[config.mk]
export PLATFORM = sky130hd
export DESIGN_NAME = rr_burst_arbiter
export DESIGN_NICKNAME = d
export VERILOG_FILES = /design/src/rtl/arb_pkg.sv /design/src/rtl/bin2onehot.sv /design/src/rtl/rr_burst_arbiter.sv
export SDC_FILE = /design/constraint.sdc
export NUM_CORES = 1
export LEC_CHECK = 0
export ABC_AREA = 1
export BUFFER_PORTS_ARGS = -buffer_cell sky130_fd_sc_hd__buf_2
export CORE_MARGIN = 2
export CORE_UTILIZATION = 31
export CTS_BUF_LIST = sky130_fd_sc_hd__clkbuf_16
export CTS_CLUSTER_DIAMETER = 40
export DETAILED_ROUTE_END_ITERATION = 7
export MAX_ROUTING_LAYER = met4
export PLACE_DENSITY = 0.85
export SYNTH_ARGS = -nofsm -noshare
export SYNTH_HDL_FRONTEND = slang
export SYNTH_SLANG_ARGS = --single-unit
[constraint.sdc]
create_clock -name clk_i -period 2 [get_ports clk_i]
set_input_delay 0.1 -clock clk_i [delete_from_list [all_inputs] [get_ports clk_i]]
set_output_delay 0.1 -clock clk_i [all_outputs]
set_load 0.01 [all_outputs]
[src/rtl/arb_pkg.sv]
// Shared types for the round-robin burst arbiter.
package arb_pkg;
    typedef enum logic [0:0] {ARB_IDLE, ARB_LOCKED} arb_state_e;
endpackage

[src/rtl/bin2onehot.sv]
// Binary index to one-hot decoder.
module bin2onehot #(
    parameter  int unsigned ONEHOT_WIDTH = 4,
    localparam int unsigned BIN_WIDTH    = (ONEHOT_WIDTH == 1) ? 1 : $clog2(ONEHOT_WIDTH)
) (
    input  logic [BIN_WIDTH-1:0]    bin,
    output logic [ONEHOT_WIDTH-1:0] onehot
);
    always_comb begin
        onehot = '0;
        for (int unsigned i = 0; i < ONEHOT_WIDTH; i++) begin
            if (bin == BIN_WIDTH'(i)) onehot[i] = 1'b1;
        end
    end
endmodule

[src/rtl/rr_burst_arbiter.sv]
// Round-robin arbiter sharing one valid/ready channel among NUM_REQ requesters,
// holding each grant until the winner's last beat is accepted.
module rr_burst_arbiter
    import arb_pkg::*;
#(
    parameter  int unsigned NUM_REQ    = 4,
    parameter  int unsigned DATA_WIDTH = 32,
    localparam int unsigned IDX_WIDTH  = (NUM_REQ == 1) ? 1 : $clog2(NUM_REQ)
) (
    input  logic                  clk_i,
    input  logic                  rst_ni,
    input  logic [NUM_REQ-1:0]    req_valid_i,
    input  logic [DATA_WIDTH-1:0] req_data_i [NUM_REQ],
    input  logic [NUM_REQ-1:0]    req_last_i,
    output logic [NUM_REQ-1:0]    req_ready_o,
    output logic                  out_valid_o,
    output logic [DATA_WIDTH-1:0] out_data_o,
    output logic                  out_last_o,
    input  logic                  out_ready_i,
    output logic [IDX_WIDTH-1:0]  gnt_idx_o,
    output logic [NUM_REQ-1:0]    gnt_onehot_o
);
    arb_state_e           state;
    logic [IDX_WIDTH-1:0] rr_ptr;
    logic [IDX_WIDTH-1:0] lock_idx;
    logic [IDX_WIDTH-1:0] sel;
    logic                 any_valid;
    logic                 gnt_active;
    logic                 accept;
    logic [NUM_REQ-1:0]   onehot_raw;

    // Explicit wrap so non-power-of-two NUM_REQ never yields an out-of-range index.
    function automatic logic [IDX_WIDTH-1:0] next_idx(input logic [IDX_WIDTH-1:0] idx);
        if (32'(idx) >= NUM_REQ - 1) return '0;
        return idx + 1'b1;
    endfunction

    function automatic logic [IDX_WIDTH-1:0] rr_search(input logic [NUM_REQ-1:0]   valid,
                                                      input logic [IDX_WIDTH-1:0] ptr);
        logic [IDX_WIDTH-1:0] pick;
        logic                 found;
        int unsigned          cand;
        pick  = ptr;
        found = 1'b0;
        for (int unsigned k = 0; k < NUM_REQ; k++) begin
            cand = 32'(ptr) + k;
            if (cand >= NUM_REQ) cand = cand - NUM_REQ;
            if (!found && valid[IDX_WIDTH'(cand)]) begin
                pick  = IDX_WIDTH'(cand);
                found = 1'b1;
            end
        end
        return pick;
    endfunction

    assign any_valid = |req_valid_i;
    assign sel       = rr_search(req_valid_i, rr_ptr);

    // Reset gates the grant so the channel is silent while rst_ni is low.
    always_comb begin
        gnt_idx_o   = rr_ptr;
        gnt_active  = 1'b0;
        out_valid_o = 1'b0;
        if (state == ARB_LOCKED) begin
            gnt_idx_o   = lock_idx;
            gnt_active  = rst_ni;
            out_valid_o = rst_ni & req_valid_i[lock_idx];
        end else if (any_valid) begin
            gnt_idx_o   = sel;
            gnt_active  = rst_ni;
            out_valid_o = rst_ni;
        end
    end

    assign out_data_o = req_data_i[gnt_idx_o];
    assign out_last_o = req_last_i[gnt_idx_o];

    bin2onehot #(.ONEHOT_WIDTH(NUM_REQ)) u_onehot (
        .bin    (gnt_idx_o),
        .onehot (onehot_raw)
    );

    assign gnt_onehot_o = gnt_active ? onehot_raw : '0;
    assign req_ready_o  = gnt_onehot_o & {NUM_REQ{out_ready_i}};
    assign accept       = out_valid_o & out_ready_i;

    always_ff @(posedge clk_i or negedge rst_ni) begin
        if (!rst_ni) begin
            state    <= ARB_IDLE;
            rr_ptr   <= '0;
            lock_idx <= '0;
        end else begin
            case (state)
                ARB_IDLE: begin
                    if (any_valid) begin
                        if (accept && out_last_o) begin
                            rr_ptr <= next_idx(sel);
                        end else begin
                            state    <= ARB_LOCKED;
                            lock_idx <= sel;
                        end
                    end
                end
                ARB_LOCKED: begin
                    if (accept && out_last_o) begin
                        state  <= ARB_IDLE;
                        rr_ptr <= next_idx(lock_idx);
                    end
                end
                default: state <= ARB_IDLE;
            endcase
        end
    end

`ifndef SYNTHESIS
    logic                  stall_q;
    logic [IDX_WIDTH-1:0]  stall_idx_q;
    logic [DATA_WIDTH-1:0] stall_data_q;
    logic                  stall_last_q;

    // A stalled granted beat must be presented unchanged on the following edge.
    always_ff @(posedge clk_i or negedge rst_ni) begin
        if (!rst_ni) begin
            stall_q      <= 1'b0;
            stall_idx_q  <= '0;
            stall_data_q <= '0;
            stall_last_q <= 1'b0;
        end else begin
            if (stall_q) begin
                assert (req_valid_i[stall_idx_q] && req_data_i[stall_idx_q] == stall_data_q
                        && req_last_i[stall_idx_q] == stall_last_q);
            end
            assert ($onehot0(gnt_onehot_o));
            stall_q      <= out_valid_o & ~out_ready_i;
            stall_idx_q  <= gnt_idx_o;
            stall_data_q <= out_data_o;
            stall_last_q <= out_last_o;
        end
    end
`endif
endmodule

# Word-level counts from Yosys, hierarchy flattened
# Index checks and enable logic that the tools add are counted.
totals:
  out_inout_bits: 44
  ff_bits: 5
  wordCells: 102
  in_bits: 139
classes:
  reduce_logical: 11
  order_cmp: 13
  n_eq_ne: 6
  n_bitwise: 6
  addsub: 9
  n_mux: 54
op_table:
  columns: ["cell", "n"]
  rows:
  - ["binary-select mux 32 bit (select 2 bit)", 1]
  - ["2-to-1 mux 32 bit", 2]
  - ["2-to-1 mux 2 bit", 17]
  - ["2-to-1 mux 1 bit", 25]
  - ["< comparator 2 x 3 -> 1 bit (second input constant)", 6]
  - ["binary-select mux 1 bit (select 2 bit)", 6]
  - [">= comparator 3 bit (second input constant)", 4]
  - ["subtractor 2 x 1 -> 2 bit (second input constant)", 4]
  - ["adder 2 x 2 -> 3 bit (second input constant)", 2]
  - ["AND reduction 3 bit", 2]
  - ["adder 2 x 1 -> 2 bit (second input constant)", 2]
  - ["bitwise AND 4 bit", 1]
  - ["== test 2 bit (second input constant)", 2]
  - [">= comparator 2 bit (second input constant)", 2]
  - ["logical AND 1 bit", 4]
  - ["2-to-1 mux 4 bit", 1]
  - ["inequality test 2 bit (second input constant)", 2]
  - ["case mux 2 bit (2 select lines)", 1]
  - ["OR reduction 4 bit", 1]
  - ["adder 2 x 1 -> 3 bit (second input constant)", 1]
  - [">= comparator 2 x 3 -> 1 bit (second input constant)", 1]
  - ["zero test 1 bit", 3]
  - ["inverter 2 -> 3 bit", 1]
  - ["bitwise AND 1 bit", 2]
  - ["5 further kinds", 6]

# Longest topological paths before layout
depth:
  ltp_word: 26
  depth_mapped: 20
  depth_no_buf: 20

# Modules after synthesis
# A second synthesis with hierarchy kept.
unflattened:
  cells_unflattened: 333
  area_unflattened_um2: 2080.7
modules_own_cells:
  columns: ["module", "area_per_inst_um2", "seq_area_each_um2", "cells_each", "n_inst"]
  rows:
  - ["rr_burst_arbiter", 2054.5, 125.1, 326, 1]
  - ["bin2onehot", 26.3, 0.0, 7, 1]

# Least setup slack after synthesis
# OpenSTA, ideal clock, no wires.
synth_timing:
  path_type: "reg2out"
  start: "reg rr_ptr[0]"
  end: "out out_data_o[0]"
  stages_incl_launch_ff: 16
  n_path_buf: 2
  setup_slack_ps: 15
  arrival_time_ps: 1885
  t_required_ps: 1900
  path_cell_list: "dfrtp_1 > buf_6 > nand2_2 > nand3_1 > nand2_1 > inv_2 > nor2_2 > nand3_1 > nand2_2 > nand2_4 > nand2_4 > inv_2 > nor2_4 > buf_4 > nand2_1 > nand4_1"
synth_via:
  elab_chain_cells: 20
  word_cells_on_any_way: 42
  cone_classes: "add/sub (7); order compare (4); mux (24); bitwise (1); reduce/logical (6)"
synth_rtl:
  columns: ["item", "line", "rtl"]
  rows:
  - ["start, declared", "rr_burst_arbiter.sv:24", "logic [IDX_WIDTH-1:0] rr_ptr;"]
  - ["start signal, assigned", "rr_burst_arbiter.sv:97", "rr_ptr <= next_idx(sel);"]
  - ["start signal, assigned", "rr_burst_arbiter.sv:107", "rr_ptr <= next_idx(lock_idx);"]
  - ["parallel branches: the longest is 14 deep, another holds adder 2 x 1 -> 3 bit", null, null]
  - ["2-to-1 mux 2 bit (*)", "rr_burst_arbiter.sv:68", "end else if (any_valid) begin"]
  - ["2-to-1 mux 2 bit (*)", "rr_burst_arbiter.sv:64", "if (state == ARB_LOCKED) begin"]
  - ["via gnt_idx_o[0]", "rr_burst_arbiter.sv:20", "output logic [IDX_WIDTH-1:0] gnt_idx_o,"]
  - ["inverter 2 -> 3 bit (implied by the code) (*)", "rr_burst_arbiter.sv:75", "assign out_data_o = req_data_i[gnt_idx_o];"]
  - ["binary-select mux 32 bit (select 2 bit) (*)", "rr_burst_arbiter.sv:75", null]
  - ["2-to-1 mux 32 bit (implied by the code) (*) (2 in series)", "rr_burst_arbiter.sv:75", null]
  - ["end, declared", "rr_burst_arbiter.sv:17", "output logic [DATA_WIDTH-1:0] out_data_o,"]
# Mark *: on every way through the listed nets, which the timed path passes. The select of a mux whose other input is x is not followed.

# Worst setup path after layout
layout_timing:
  start: "reg rr_ptr[1]"
  end: "out out_data_o[2]"
layout_via:
  elab_chain_cells: 20
  word_cells_on_any_way: 42
  cone_classes: "add/sub (7); order compare (4); mux (24); bitwise (1); reduce/logical (6)"
layout_rtl:
  columns: ["item", "line"]
  rows:
  - ["parallel branches: the longest is 14 deep, another holds adder 2 x 1 -> 3 bit", null]
  - ["2-to-1 mux 2 bit (*)", "rr_burst_arbiter.sv:68"]
  - ["2-to-1 mux 2 bit (*)", "rr_burst_arbiter.sv:64"]
  - ["inverter 2 -> 3 bit (implied by the code) (*)", "rr_burst_arbiter.sv:75"]
  - ["binary-select mux 32 bit (select 2 bit) (*)", "rr_burst_arbiter.sv:75"]
  - ["2-to-1 mux 32 bit (implied by the code) (*) (2 in series)", "rr_burst_arbiter.sv:75"]
# Mark *: on every way between the ends. The select of a mux whose other input is x is not followed.

==> results.toml <==
[global_route]
track_usage_pct = 26.76
grt_overflow = 0
grt_pass1_vias = 2679
grt_first_pass_wirelength_um = 11590
grt_max_degree = 23
grt_antenna_before_repair = 1

[sta]
finalClockSkew_ns = 0.002181
rsz0062_at_grt = "yes"
maxSlewHeadroom_pct = 71.12
tns_ns = -22.53
setup_viol = 48
slew_violations = 0
tightest_slew_ns = 0.4293
fmax_ghz = 0.3892
fin_ws_ns = -0.5691
period_share_pct = 128.5
post-route-min-period_ns = 2.569
hold_viol = 0

[routing]
dr.max_layer_used = "met4"
post-route-drc-count = 0
wl_per_cell_um = 14.45
met2_length_um = 4881
drt_iter0_markers = 106
drtPass1Iterations = 4
num_vias = 2984
drt-total-wl_um = 8697
antenna_left = 0
met3_length_um = 472
drt-vias-per-instance = 4.957
drt-met1-wl_um = 3078

[power]
power.leakage_nw = 1.881
peakVddDrop_uv = 1099
power_density_nw_per_um2 = 2086

[placed_design]
globalplace.congestion = 0.9693
io_buffers = 182
pre_cts_slack_ns = -0.2808
placed_area_sq_um = 2710
dp_hpwl_um = 6065

[synthesis]
synth_cell_types = 26
ys.flop_type = "dfrtp_1"
yosys_warnings = 0
syn_area_per_cell_sq_um = 4.997
yosysTopAreaCell = "nand2_1"
async_flop_share_pct = 100.0
synth_area_leaders = "nand2_1 (44%), nand4_1 (13%), dfrtp_1 (7.9%)"
synthesis.area_sq_um = 1579
syn_nets = 456
synth_seq_area_share_pct = 7.924
synth_commonest_cells = "nand2_1 (187), nand4_1 (32), inv_1 (15)"
synth-edff-count = 0
synthCells = 316
yosysMostFrequentCell = "nand2_1"
synth_seq_cells = 5
synth_top_area_share_pct = 44.45

[floorplanning]
initial_core_util_pct = 32.78
fp-row-count = 25
die_y_um = 75.37
coreArea_sq_um = 4817
io-pin-count = 183
die_area_sq_um = 5681
die_w_um = 75.37

[final_layout]
layout.area.seq_sq_um = 126.4
fin_area_sq_um = 3371
layout-drive-gt1-share_pct = 59.74
finalNetCount = 675
multiInputGateArea_sq_um = 1595
fill_cells = 410
synthToLayoutAreaGrowth_pct = 113.5
fin_util_pct = 69.97

[clock_network]
clk_path_buf_depth = 2
cts_tree = "yes"
clock-root-buffer = "clkbuf_16"
numClockSinks = 5
clk_latency_ns = 0.23
clkTransAtPathRegs_ns = 0.03
cts_buffers = 3
htreeDepth = 1

[setup_path]
critPathKind = "register to output pin"
crit_arrival_ns = 2.47
cp-end-kind = "output pin"
cp-start-kind = "register"
critPathMaxFanout = 8
required_ns = 1.90

[hold_path]
holdCritPathClass = "input port to asynchronous set/reset pin"

[status]
outcome = "complete, but fails checks"
violations = "negative setup slack"

[job]
drv_cap = 0
## where the power goes
group | internal (mW) | switching, mW | total, mW
clock | 0.259 | 0.0648 | 0.324
sequential | 0.150 | 0.0833 | 0.234
combinational | 2.84 | 3.63 | 6.47
total | 3.25 | 3.78 | 7.03
## area by class of cell
class / count / share of cell area, %
antenna: 1 / 0.07424
clock buffer: 3 / 2.227
clock inverter: 1 / 0.1114
inverter: 20 / 2.673
timing repair buffer: 227 / 41.35
multi-input combinational: 278 / 47.33
sequential: 5 / 3.749
tap: 67 / 2.487
## cell usage in the layout, fill, tap and decap left out, drive strengths merged, types with 2 or more instances in the layout
| cell | Yosys | final |
|---|---|---|
| a21oi | 2 | 2 |
| buf | 13 | 226 |
| clkbuf | 0 | 3 |
| dfrtp | 5 | 5 |
| inv | 20 | 20 |
| nand2 | 203 | 203 |
| nand3 | 14 | 14 |
| nand4 | 32 | 32 |
| nor2 | 12 | 12 |
| nor3 | 4 | 4 |
| o21ai | 5 | 5 |
## critical path, stage by stage, from the launching register on
cell	delay, ns
dfrtp_2	0.46
clkinv_4	0.13
nand2_2	0.11
nand2_4	0.07
nand2_1	0.07
nand2_1	0.10
nand3_2	0.12
nand2_2	0.07
nand2_2	0.06
nand2_2	0.05
nand2_2	0.07
nand2_4	0.08
nand2_4	0.08
nand2_4	0.07
nor2_4	0.16
buf_6	0.14
buf_12	0.13
nand2_2	0.06
nand4_1	0.07
buf_2	0.13
## per-stage QoR
step,power (mW),hold WS [ns],cells
final,7.030,0.2226,602
after global routing,7.584,0.2498,602
after CTS,6.482,0.2255,595
after detailed placement,5.213,-0.07070,575
after global placement,5.107,-0.07460,575
after floorplan,3.218,-0.1956,316
## repair_timing
action	4_1_cts	5_1_grt
setup buffers	14	9
gates cloned	1	0
pin swaps	12	36
gates resized for setup	59	54
hold endpoints to repair	5	0
hold buffers	1	0
setup endpoints to repair	48	48
## kinds of logic after synthesis
| group | synth area share, % |
|---|---|
| AO/OA/AOI/OAI | 4.279 |
| AND/OR/NAND/NOR | 76.78 |
| flip-flops | 7.924 |
| adder cells (fa/ha/maj) | 0.7923 |
| buffers and inverters | 10.22 |
## routing by layer
| metal | global-route usage (%) | vias to the layer above |
|---|---|---|
| met3 | 1.190 | 25 |
| met2 | 52.75 | 163 |
| li1 | - | 1455 |
| met5 | - | - |
| met4 | 6.238 | 0 |
| met1 | 29.12 | 1341 |
## flip-flops by register name, summed over array words and instances (netlist names)
name      cells
state         1
lock_idx      2
rr_ptr        2
## final timing paths
kind                                          from                 endpoint  slack, ns  cells after the start
max                          rr_ptr[1]$_DFFE_PN0P_            out_data_o[2]      -0.57                     19
min                                         rst_ni          state$_DFF_PN0_       0.22                      2
max reg2reg                  rr_ptr[0]$_DFFE_PN0P_  lock_idx[1]$_DFFE_PN0P_      -0.33                     20
min reg2reg                lock_idx[1]$_DFFE_PN0P_  lock_idx[1]$_DFFE_PN0P_       0.57                      2
max in group asynchronous                   rst_ni    rr_ptr[1]$_DFFE_PN0P_       1.62                      2
min in group clk_i                   req_last_i[0]    rr_ptr[0]$_DFFE_PN0P_       0.46                      7
(Power assumes the default switching activity.)
